===== config.mk =====
export PLATFORM = sky130hd
export DESIGN_NAME = iob_axis2axi_in_feeder_flat
export DESIGN_NICKNAME = d
export VERILOG_FILES = /design/src/rtl/iob_axis2axi_in_feeder_if.sv /design/src/rtl/iob_axis2axi_in_feeder.sv /design/src/flat_wrapper.sv
export SDC_FILE = /design/constraint.sdc
export NUM_CORES = 1
export LEC_CHECK = 0
export CORE_ASPECT_RATIO = 1.5
export CORE_MARGIN = 2
export CORE_UTILIZATION = 40
export CTS_CLUSTER_SIZE = 40
export DETAILED_ROUTE_END_ITERATION = 8
export GPL_ROUTABILITY_DRIVEN = 1
export PLACE_DENSITY_LB_ADDON = 0.3
export SETUP_SLACK_MARGIN = 0.2
export SLEW_MARGIN = 20
export SYNTH_ARGS = -nofsm -noshare
export SYNTH_HDL_FRONTEND = slang
export SYNTH_SLANG_ARGS = --single-unit

===== constraint.sdc =====
create_clock -name clk_i -period 3.2 [get_ports clk_i]
set_clock_uncertainty 0.15 [all_clocks]
set_input_delay 0.48 -clock clk_i [delete_from_list [all_inputs] [get_ports clk_i]]
set_output_delay 0.48 -clock clk_i [all_outputs]
set_load 0.03 [all_outputs]

===== src/rtl/iob_axis2axi_in_feeder_if.sv =====
// Bus bundle between the frame feeder and its neighbours.
//   s_axis_*      : source AXIS stream into the feeder
//   axis_out_*    : gated stream towards the write stage FIFO
//   config_out_*  : write stage config port (base address + start strobe)
// Signal names keep the feeder-relative _i/_o suffixes so they line up with
// the write stage port list.
// modport master : feeder side
// modport slave  : environment side (source + write stage)
interface iob_axis2axi_in_feeder_if #(
  parameter int AXI_ADDR_W = 32,
  parameter int DATA_W     = 32
);
  logic [DATA_W-1:0]     s_axis_data_i;
  logic                  s_axis_valid_i;
  logic                  s_axis_last_i;
  logic                  s_axis_ready_o;
  logic [DATA_W-1:0]     axis_out_data_o;
  logic                  axis_out_valid_o;
  logic                  axis_out_ready_i;
  logic [AXI_ADDR_W-1:0] config_out_addr_o;
  logic                  config_out_valid_o;
  logic                  config_out_ready_i;

  modport master (
    input  s_axis_data_i, s_axis_valid_i, s_axis_last_i,
    input  axis_out_ready_i, config_out_ready_i,
    output s_axis_ready_o, axis_out_data_o, axis_out_valid_o,
    output config_out_addr_o, config_out_valid_o
  );

  modport slave (
    output s_axis_data_i, s_axis_valid_i, s_axis_last_i,
    output axis_out_ready_i, config_out_ready_i,
    input  s_axis_ready_o, axis_out_data_o, axis_out_valid_o,
    input  config_out_addr_o, config_out_valid_o
  );
endinterface


===== src/rtl/iob_axis2axi_in_feeder.sv =====
// Frame sequencer in front of the AXIS-to-AXI write stage.
// Takes a descriptor (base address, word count), programs the write stage
// config port, gates exactly that many words from the source stream into the
// write stage, waits for the write stage to drain and go idle, then pulses done.
// Ports:
//   clk_i, rst_n_i       : clock, synchronous active-low reset
//   start_i              : descriptor strobe, only honoured while idle_o=1
//   start_addr_i/len_i   : frame base byte address / length in words
//   idle_o               : ready for a new descriptor
//   done_o               : one-cycle completion pulse
//   short_o              : last frame was cut short by s_axis_last_i (sticky)
//   word_count_o         : words forwarded in current/last frame
//   bus                  : source stream, output stream and config port
module iob_axis2axi_in_feeder #(
  parameter int AXI_ADDR_W = 32,
  parameter int DATA_W     = 32,  // write stage only supports 32
  parameter int LEN_W      = 16
) (
  input  logic                  clk_i,
  input  logic                  rst_n_i,
  input  logic                  start_i,
  input  logic [AXI_ADDR_W-1:0] start_addr_i,
  input  logic [LEN_W-1:0]      start_len_i,
  output logic                  idle_o,
  output logic                  done_o,
  output logic                  short_o,
  output logic [LEN_W-1:0]      word_count_o,
  iob_axis2axi_in_feeder_if.master bus
);

  localparam logic [2:0] IDLE        = 3'd0;
  localparam logic [2:0] CONFIG      = 3'd1;
  localparam logic [2:0] STREAM      = 3'd2;
  localparam logic [2:0] DRAIN_GUARD = 3'd3;
  localparam logic [2:0] DRAIN       = 3'd4;

  logic [2:0]            state_q;
  logic [AXI_ADDR_W-1:0] addr_q;
  logic [LEN_W-1:0]      len_q;
  logic [LEN_W-1:0]      count_q;
  logic                  short_q;
  logic                  done_zero_q;  // pulse for zero-length descriptors

  logic in_stream;
  logic xfer;
  logic last_word;

  // The write stage pushes into its FIFO on valid alone, so a word is only
  // presented when the write stage is ready in that very cycle.
  always_comb begin
    in_stream = (state_q == STREAM);
    xfer      = in_stream & bus.s_axis_valid_i & bus.axis_out_ready_i;
    // len_q >= 1 whenever STREAM is reachable, so len_q-1 never underflows;
    // this compare also lets len = 2^LEN_W-1 finish without count wrapping.
    last_word = (count_q == len_q - LEN_W'(1));
  end

  assign bus.s_axis_ready_o     = in_stream & bus.axis_out_ready_i;
  assign bus.axis_out_valid_o   = xfer;
  assign bus.axis_out_data_o    = bus.s_axis_data_i;
  assign bus.config_out_valid_o = (state_q == CONFIG);
  assign bus.config_out_addr_o  = addr_q;

  assign idle_o       = (state_q == IDLE);
  assign done_o       = done_zero_q | ((state_q == DRAIN) & bus.config_out_ready_i);
  assign short_o      = short_q;
  assign word_count_o = count_q;

  always_ff @(posedge clk_i) begin
    if (!rst_n_i) begin
      state_q     <= IDLE;
      addr_q      <= '0;
      len_q       <= '0;
      count_q     <= '0;
      short_q     <= 1'b0;
      done_zero_q <= 1'b0;
    end else begin
      done_zero_q <= 1'b0;
      case (state_q)
        IDLE: begin
          if (start_i) begin
            addr_q  <= start_addr_i;
            len_q   <= start_len_i;
            count_q <= '0;
            short_q <= 1'b0;
            if (start_len_i == '0) done_zero_q <= 1'b1;
            else                   state_q     <= CONFIG;
          end
        end
        CONFIG: begin
          if (bus.config_out_ready_i) state_q <= STREAM;
        end
        STREAM: begin
          if (xfer) begin
            count_q <= count_q + LEN_W'(1);
            // Reaching len wins over an early last on the same word.
            if (last_word) begin
              state_q <= DRAIN_GUARD;
            end else if (bus.s_axis_last_i) begin
              short_q <= 1'b1;
              state_q <= DRAIN_GUARD;
            end
          end
        end
        // The write stage's FIFO-empty flag trails the last push by a cycle,
        // so its ready is not trusted until one cycle after the final word.
        DRAIN_GUARD: state_q <= DRAIN;
        DRAIN: begin
          if (bus.config_out_ready_i) state_q <= IDLE;
        end
        default: state_q <= IDLE;
      endcase
    end
  end

endmodule


===== src/flat_wrapper.sv =====
// flat-port wrapper written by rule: the top's interface ports become plain ports
module iob_axis2axi_in_feeder_flat 
#(
  parameter int AXI_ADDR_W = 32,
  parameter int DATA_W     = 32,                                 
  parameter int LEN_W      = 16
)
  (clk_i, rst_n_i, start_i, start_addr_i, start_len_i, idle_o, done_o, short_o, word_count_o, bus_s_axis_data_i, bus_s_axis_valid_i, bus_s_axis_last_i, bus_axis_out_ready_i, bus_config_out_ready_i, bus_s_axis_ready_o, bus_axis_out_data_o, bus_axis_out_valid_o, bus_config_out_addr_o, bus_config_out_valid_o);
  iob_axis2axi_in_feeder_if #(.AXI_ADDR_W(AXI_ADDR_W), .DATA_W(DATA_W)) bus_i ();
  input  logic clk_i;
  input  logic rst_n_i;
  input  logic start_i;
  input  logic [AXI_ADDR_W-1:0] start_addr_i;
  input  logic [LEN_W-1:0] start_len_i;
  output logic idle_o;
  output logic done_o;
  output logic short_o;
  output logic [LEN_W-1:0] word_count_o;
  input wire logic [$bits(bus_i.s_axis_data_i)-1:0] bus_s_axis_data_i;
  input wire logic [$bits(bus_i.s_axis_valid_i)-1:0] bus_s_axis_valid_i;
  input wire logic [$bits(bus_i.s_axis_last_i)-1:0] bus_s_axis_last_i;
  input wire logic [$bits(bus_i.axis_out_ready_i)-1:0] bus_axis_out_ready_i;
  input wire logic [$bits(bus_i.config_out_ready_i)-1:0] bus_config_out_ready_i;
  output wire logic [$bits(bus_i.s_axis_ready_o)-1:0] bus_s_axis_ready_o;
  output wire logic [$bits(bus_i.axis_out_data_o)-1:0] bus_axis_out_data_o;
  output wire logic [$bits(bus_i.axis_out_valid_o)-1:0] bus_axis_out_valid_o;
  output wire logic [$bits(bus_i.config_out_addr_o)-1:0] bus_config_out_addr_o;
  output wire logic [$bits(bus_i.config_out_valid_o)-1:0] bus_config_out_valid_o;
  assign bus_i.s_axis_data_i = bus_s_axis_data_i;
  assign bus_i.s_axis_valid_i = bus_s_axis_valid_i;
  assign bus_i.s_axis_last_i = bus_s_axis_last_i;
  assign bus_i.axis_out_ready_i = bus_axis_out_ready_i;
  assign bus_i.config_out_ready_i = bus_config_out_ready_i;
  assign bus_s_axis_ready_o = bus_i.s_axis_ready_o;
  assign bus_axis_out_data_o = bus_i.axis_out_data_o;
  assign bus_axis_out_valid_o = bus_i.axis_out_valid_o;
  assign bus_config_out_addr_o = bus_i.config_out_addr_o;
  assign bus_config_out_valid_o = bus_i.config_out_valid_o;
  iob_axis2axi_in_feeder #(.AXI_ADDR_W(AXI_ADDR_W), .DATA_W(DATA_W), .LEN_W(LEN_W)) u_core (.clk_i(clk_i), .rst_n_i(rst_n_i), .start_i(start_i), .start_addr_i(start_addr_i), .start_len_i(start_len_i), .idle_o(idle_o), .done_o(done_o), .short_o(short_o), .word_count_o(word_count_o), .bus(bus_i));
endmodule

# --- After elaboration in Yosys (flattened, before gate mapping) ---
# Cells that the tools add are included.
totals:
  register_bits: 69
  input_bits: 87
  output_inout_bits: 86
  wordCells: 51
op_classes:
  n_addsub: 2
  eq_ne: 13
  muxes: 17
  n_bitwise: 5
  n_reduce_logical: 8
ops:
  columns: ["cell", "count"]
  rows:
  - ["$mux 16", 2]
  - ["$pmux 16 s2", 1]
  - ["$mux 3", 7]
  - ["$add 16x1->16 const B", 1]
  - ["$eq 16x16->1", 1]
  - ["$logic_not 16->1", 1]
  - ["$sub 16x1->16 const B", 1]
  - ["$pmux 3 s5", 1]
  - ["$ne 2x2->1 const B", 7]
  - ["$eq 3x2->1 const B", 2]
  - ["$reduce_and 3->1", 2]
  - ["$reduce_and 6->1", 1]
  - ["$mux 1", 5]
  - ["$reduce_and 5->1", 1]
  - ["$and 1x1->1", 4]
  - ["$eq 3x1->1 const B", 1]
  - ["$eq 3x3->1 const B", 1]
  - ["$logic_not 3->1", 1]
  - ["$ne 3x3->1 const B", 1]
  - ["$pmux 1 s2", 1]
  - ["$reduce_and 2->1", 1]
  - ["$reduce_bool 2->1", 1]
  - ["$or 1x1->1", 1]

# --- Depth between registers and ports, before layout ---
depth:
  depth_word: 5
  depth_mapped: 9
  ltp_nobuf: 8

# --- Least setup slack after synthesis ---
# Ideal clock, no wire load.
synth_timing:
  path_type: "flip-flop to flip-flop"
  startpoint: "register u_core.len_q[0]"
  endpoint: "register u_core.state_q[0]"
  setup_ps: 69
  arrival_ps: 2290
  required_ps: 2981
  slack_ps: 691
  stages_incl_launch_ff: 10
  n_path_buf: 1
  synth_period_minus_slack_ps: 2509
  cell_sequence: "dfxtp_1 > inv_1 > ha_1 > or4b_1 > clkbuf_1 > or3_2 > a211oi_1 > o2111a_1 > a41oi_1 > o21ai_1"
synth_between:
  elab_chain_cells: 5
  elab_cells_between_ends: 7
  cone_classes: "add/sub: 1; eq/ne: 2; mux: 3; reduce/logical: 1"
synth_lines:
  columns: ["element", "line_no", "source"]
  rows:
  - ["from (decl)", "iob_axis2axi_in_feeder.sv:39", "logic [LEN_W-1:0] len_q;"]
  - ["from (signal assigned)", "iob_axis2axi_in_feeder.sv:83", "len_q <= start_len_i;"]
  - ["$sub 16x1->16 *", "iob_axis2axi_in_feeder.sv:55", "last_word = (count_q == len_q - LEN_W'(1));"]
  - ["$eq 16x16->1 *", "iob_axis2axi_in_feeder.sv:55", null]
  - ["$mux 3", "iob_axis2axi_in_feeder.sv:97", "if (last_word) begin"]
  - ["$mux 3", "iob_axis2axi_in_feeder.sv:94", "if (xfer) begin"]
  - ["$pmux 3 s5", "iob_axis2axi_in_feeder.sv:79", "case (state_q)"]
  - ["to (signal assigned)", "iob_axis2axi_in_feeder.sv:87", "else state_q <= CONFIG;"]
  - ["to (signal assigned)", "iob_axis2axi_in_feeder.sv:98", "state_q <= DRAIN_GUARD;"]
  - ["to (signal assigned)", "iob_axis2axi_in_feeder.sv:101", "state_q <= DRAIN_GUARD;"]
  - ["to (decl)", "iob_axis2axi_in_feeder.sv:37", "logic [2:0] state_q;"]
# Mark *: on every way between the ends. The rest lies on a longest branch, timed or not. The select of a mux whose other input is x is not followed.
# A chain may end at the register's enable or synchronous reset.

# --- Worst setup path after layout ---
# Same ends and word-level chain as after synthesis.

==> flow_metrics.py <==
metrics = {
    "floorplanning": {
        "ios": 173,
        "fp.dieArea_um2": 9819,
        "core-area_um2": 8776,
        "die_w_um": 81.58,
        "start_util_pct": 41.15,
        "rows": 42,
        "dieHeight_um": 120.4,
    },
    "routing": {
        "via_per_inst": 5.241,
        "dr.pass1.iters": 4,
        "ant_nets": 0,
        "finalWirelength_um": 9506,
        "drt_iter0_drc": 123,
        "num_vias": 3307,
        "drc_errors": 0,
        "wl_per_cell_um": 15.06,
    },
    "cts": {
        "cts_resized": 0,
        "cts_buffers": 9,
        "cts-htree-levels": 3,
        "clk_latency_ns": 0.33,
        "clockBufferDepth": 2,
        "cts_tree": "done",
        "clk_pin_slew_ns": 0.06,
        "cts_hold_buf": 0,
        "root_buffer": "clkbuf_16",
        "cts_sinks": 69,
        "postCtsSetupBuffers": 0,
    },
    "final_layout": {
        "fin_cells": 631,
        "drive_gt1_share_pct": 4.607,
        "finalInstanceArea_um2": 4842,
        "antennaDiodeCount": 0,
        "fillCellCount": 794,
        "fin_nets": 606,
        "final_cell_mix": "clkdlybuf4s50_1 (108), nand2_1 (107), dfxtp_1 (69)",
        "fin_util_pct": 55.18,
        "area_growth_syn_to_layout_pct": 34.10,
        "final_common_cell": "clkdlybuf4s50_1",
    },
    "synthesis": {
        "ys_seq_elements": 69,
        "ys_warn_count": 0,
        "syn_inst": 446,
        "yosysTopAreaCell": "dfxtp_1",
        "synth_area_um2": 3611,
        "synth_seq_area_share_pct": 38.25,
        "synth_top_area_share_pct": 38.25,
        "yosysUniqueCellTypes": 51,
        "synthTopCellsByArea": "dfxtp_1 (38%), nand2_1 (11%), a21boi_0 (9.8%)",
        "syn_nets": 535,
        "avgSynthCellArea_um2": 8.096,
    },
    "worst_setup_path": {
        "worst-path-max-fanout": 8,
        "critical_path_class": "flip-flop to flip-flop",
        "arrival_ns": 2.88,
        "cp_data_required_time_ns": 3.31,
        "critPathLaunchType": "flip-flop",
        "endpoint_kind": "flip-flop",
    },
    "power_and_ir_drop": {
        "p_per_area_nw_per_um2": 510.4,
        "p_int_mw": 1.796,
        "switching_share_pct": 27.34,
        "design_power_total_mw": 2.471,
        "irDropWorstVdd_mv": 0.2932,
        "netSwitchingPower_mw": 0.6756,
        "power.share.clock_pct": 40.0,
        "pwr-share-comb_pct": 21.1,
        "p_leak_nw": 1.748,
        "seq_power_share_pct": 38.8,
    },
    "run_status": {
        "status": "complete, no violations",
    },
    "worst_hold_path": {
        "hold_class": "flip-flop to flip-flop",
    },
    "timing": {
        "period_minus_slack_ns": 2.770,
        "max_freq_mhz": 361.1,
        "setup_tns_ns": 0,
        "period_share_pct": 86.55,
        "max_slew.worst_pin.slew_ns": 0.7246,
        "grt_setup_unrepaired": "no",
        "setup_viol": 0,
        "setup_ws_ns": 0.4305,
        "relSlewSlack_pct": 51.54,
        "final-hold-violation-count": 0,
        "slew_violations": 0,
        "hold_slack_ns": 0.3078,
    },
    "global_route": {
        "grt_pass1_vias": 3288,
        "grt_max_degree": 49,
        "grt_antenna_before_repair": 0,
        "grt_util_all_layers_pct": 20.64,
        "grt_overflow": 0,
        "grt_pass1_wl_um": 15700,
    },
    "run": {
        "cap_violations": 0,
    },
    "placed_design": {
        "dpl_cell_area_um2": 4548,
        "dp_slack_ns": 0.4574,
        "dp_hpwl_um": 7110,
        "gp_congestion": 0.8520,
        "dpl.cell_count": 616,
        "port_buffers": 108,
    },
}
## power by group through the flow
stage	clock network (mW)	logic, mW	registers [mW]
after detailed placement	0	0.524	0.977
after global placement	0	0.518	0.974
after floorplan	0	0.337	1.03
after CTS	1.02	0.526	0.959
final	0.989	0.523	0.959
after global routing	1.04	0.574	0.967
## sequential cells by signal, summed over array words and instances (netlist names)
name,flops
u_core.bus.config_out_addr_o,32
u_core.done_zero_q,1
u_core.len_q,16
u_core.short_o,1
u_core.state_q,3
u_core.word_count_o,16
## final timing paths
path                                                  startpoint                               end  slack (ns)  cells after the start
worst max-delay path                             u_core.len_q[0]                 u_core.state_q[0]        0.43                      8
worst min-delay path            u_core.bus.config_out_addr_o[20]  u_core.bus.config_out_addr_o[20]        0.31                      2
worst max register to register                   u_core.len_q[0]                 u_core.state_q[0]        0.43                      8
worst min register to register  u_core.bus.config_out_addr_o[20]  u_core.bus.config_out_addr_o[20]        0.31                      2
## final cells by class
type / count / area (um2) / share of cell area [%]
Clock buffer: 14 / 264.0 / 5.452
Tap cell: 110 / 137.6 / 2.842
Sequential cell: 69 / 1381 / 28.53
Multi-Input combinational cell: 318 / 1888 / 38.99
Timing Repair Buffer: 113 / 1119 / 23.10
Inverter: 6 / 22.52 / 0.4651
Clock inverter: 1 / 30.03 / 0.6202
## synth_stat cells (all sizes together)
master   count
a211o        1
a2111oi      1
o22ai        2
nand3b       5
o311a        1
buf         33
a211oi       2
nor3b        1
a41oi        1
mux2i        2
nor4         6
o21a         1
or4b         1
xor2        12
or4          3
nand3        6
nand2b       7
and3b        2
a21oi        8
xnor2       17
and4         4
nand4        7
nand4b       1
or3          8
ha           2
a21o         1
clkbuf      20
o211a        1
o21ai        8
nor2        22
o2111a       1
and3         5
dfxtp       69
o211ai       1
o31ai        2
a31o         2
nor3         7
inv          6
nand2      107
nor4bb       1
nor2b        6
a21boi      50
and2         3
## worst max-delay path, stage by stage, from the launching register on
cell and delay (ns):
dfxtp_1 0.35, inv_1 0.07, ha_1 0.23, or4b_1 0.60, or3_2 0.49, a211oi_1 0.30, o2111a_1 0.22, a41oi_1 0.14
o21ai_1 0.15
## kinds of logic after synthesis
family / Yosys count / share of synthesized area [%]
xor+xnor: 29 / 7.034
fa+ha+maj: 2 / 0.6929
simple gates: 202 / 26.85
mux: 2 / 0.9009
buf+inv: 59 / 9.459
flops: 69 / 38.25
compound gates: 83 / 16.81
## layer usage
metal,global-route usage (%),up-vias,routed length [um],part of all wire [%]
li1,-,1628,-,-
met1,22.19,1535,3572,38
met2,34.68,110,4851,51
met3,4.851,34,596,6.3
met4,14.37,0,485,5.1
met5,0,-,0,0
No activity file was read; power rests on OpenSTA's default activity.
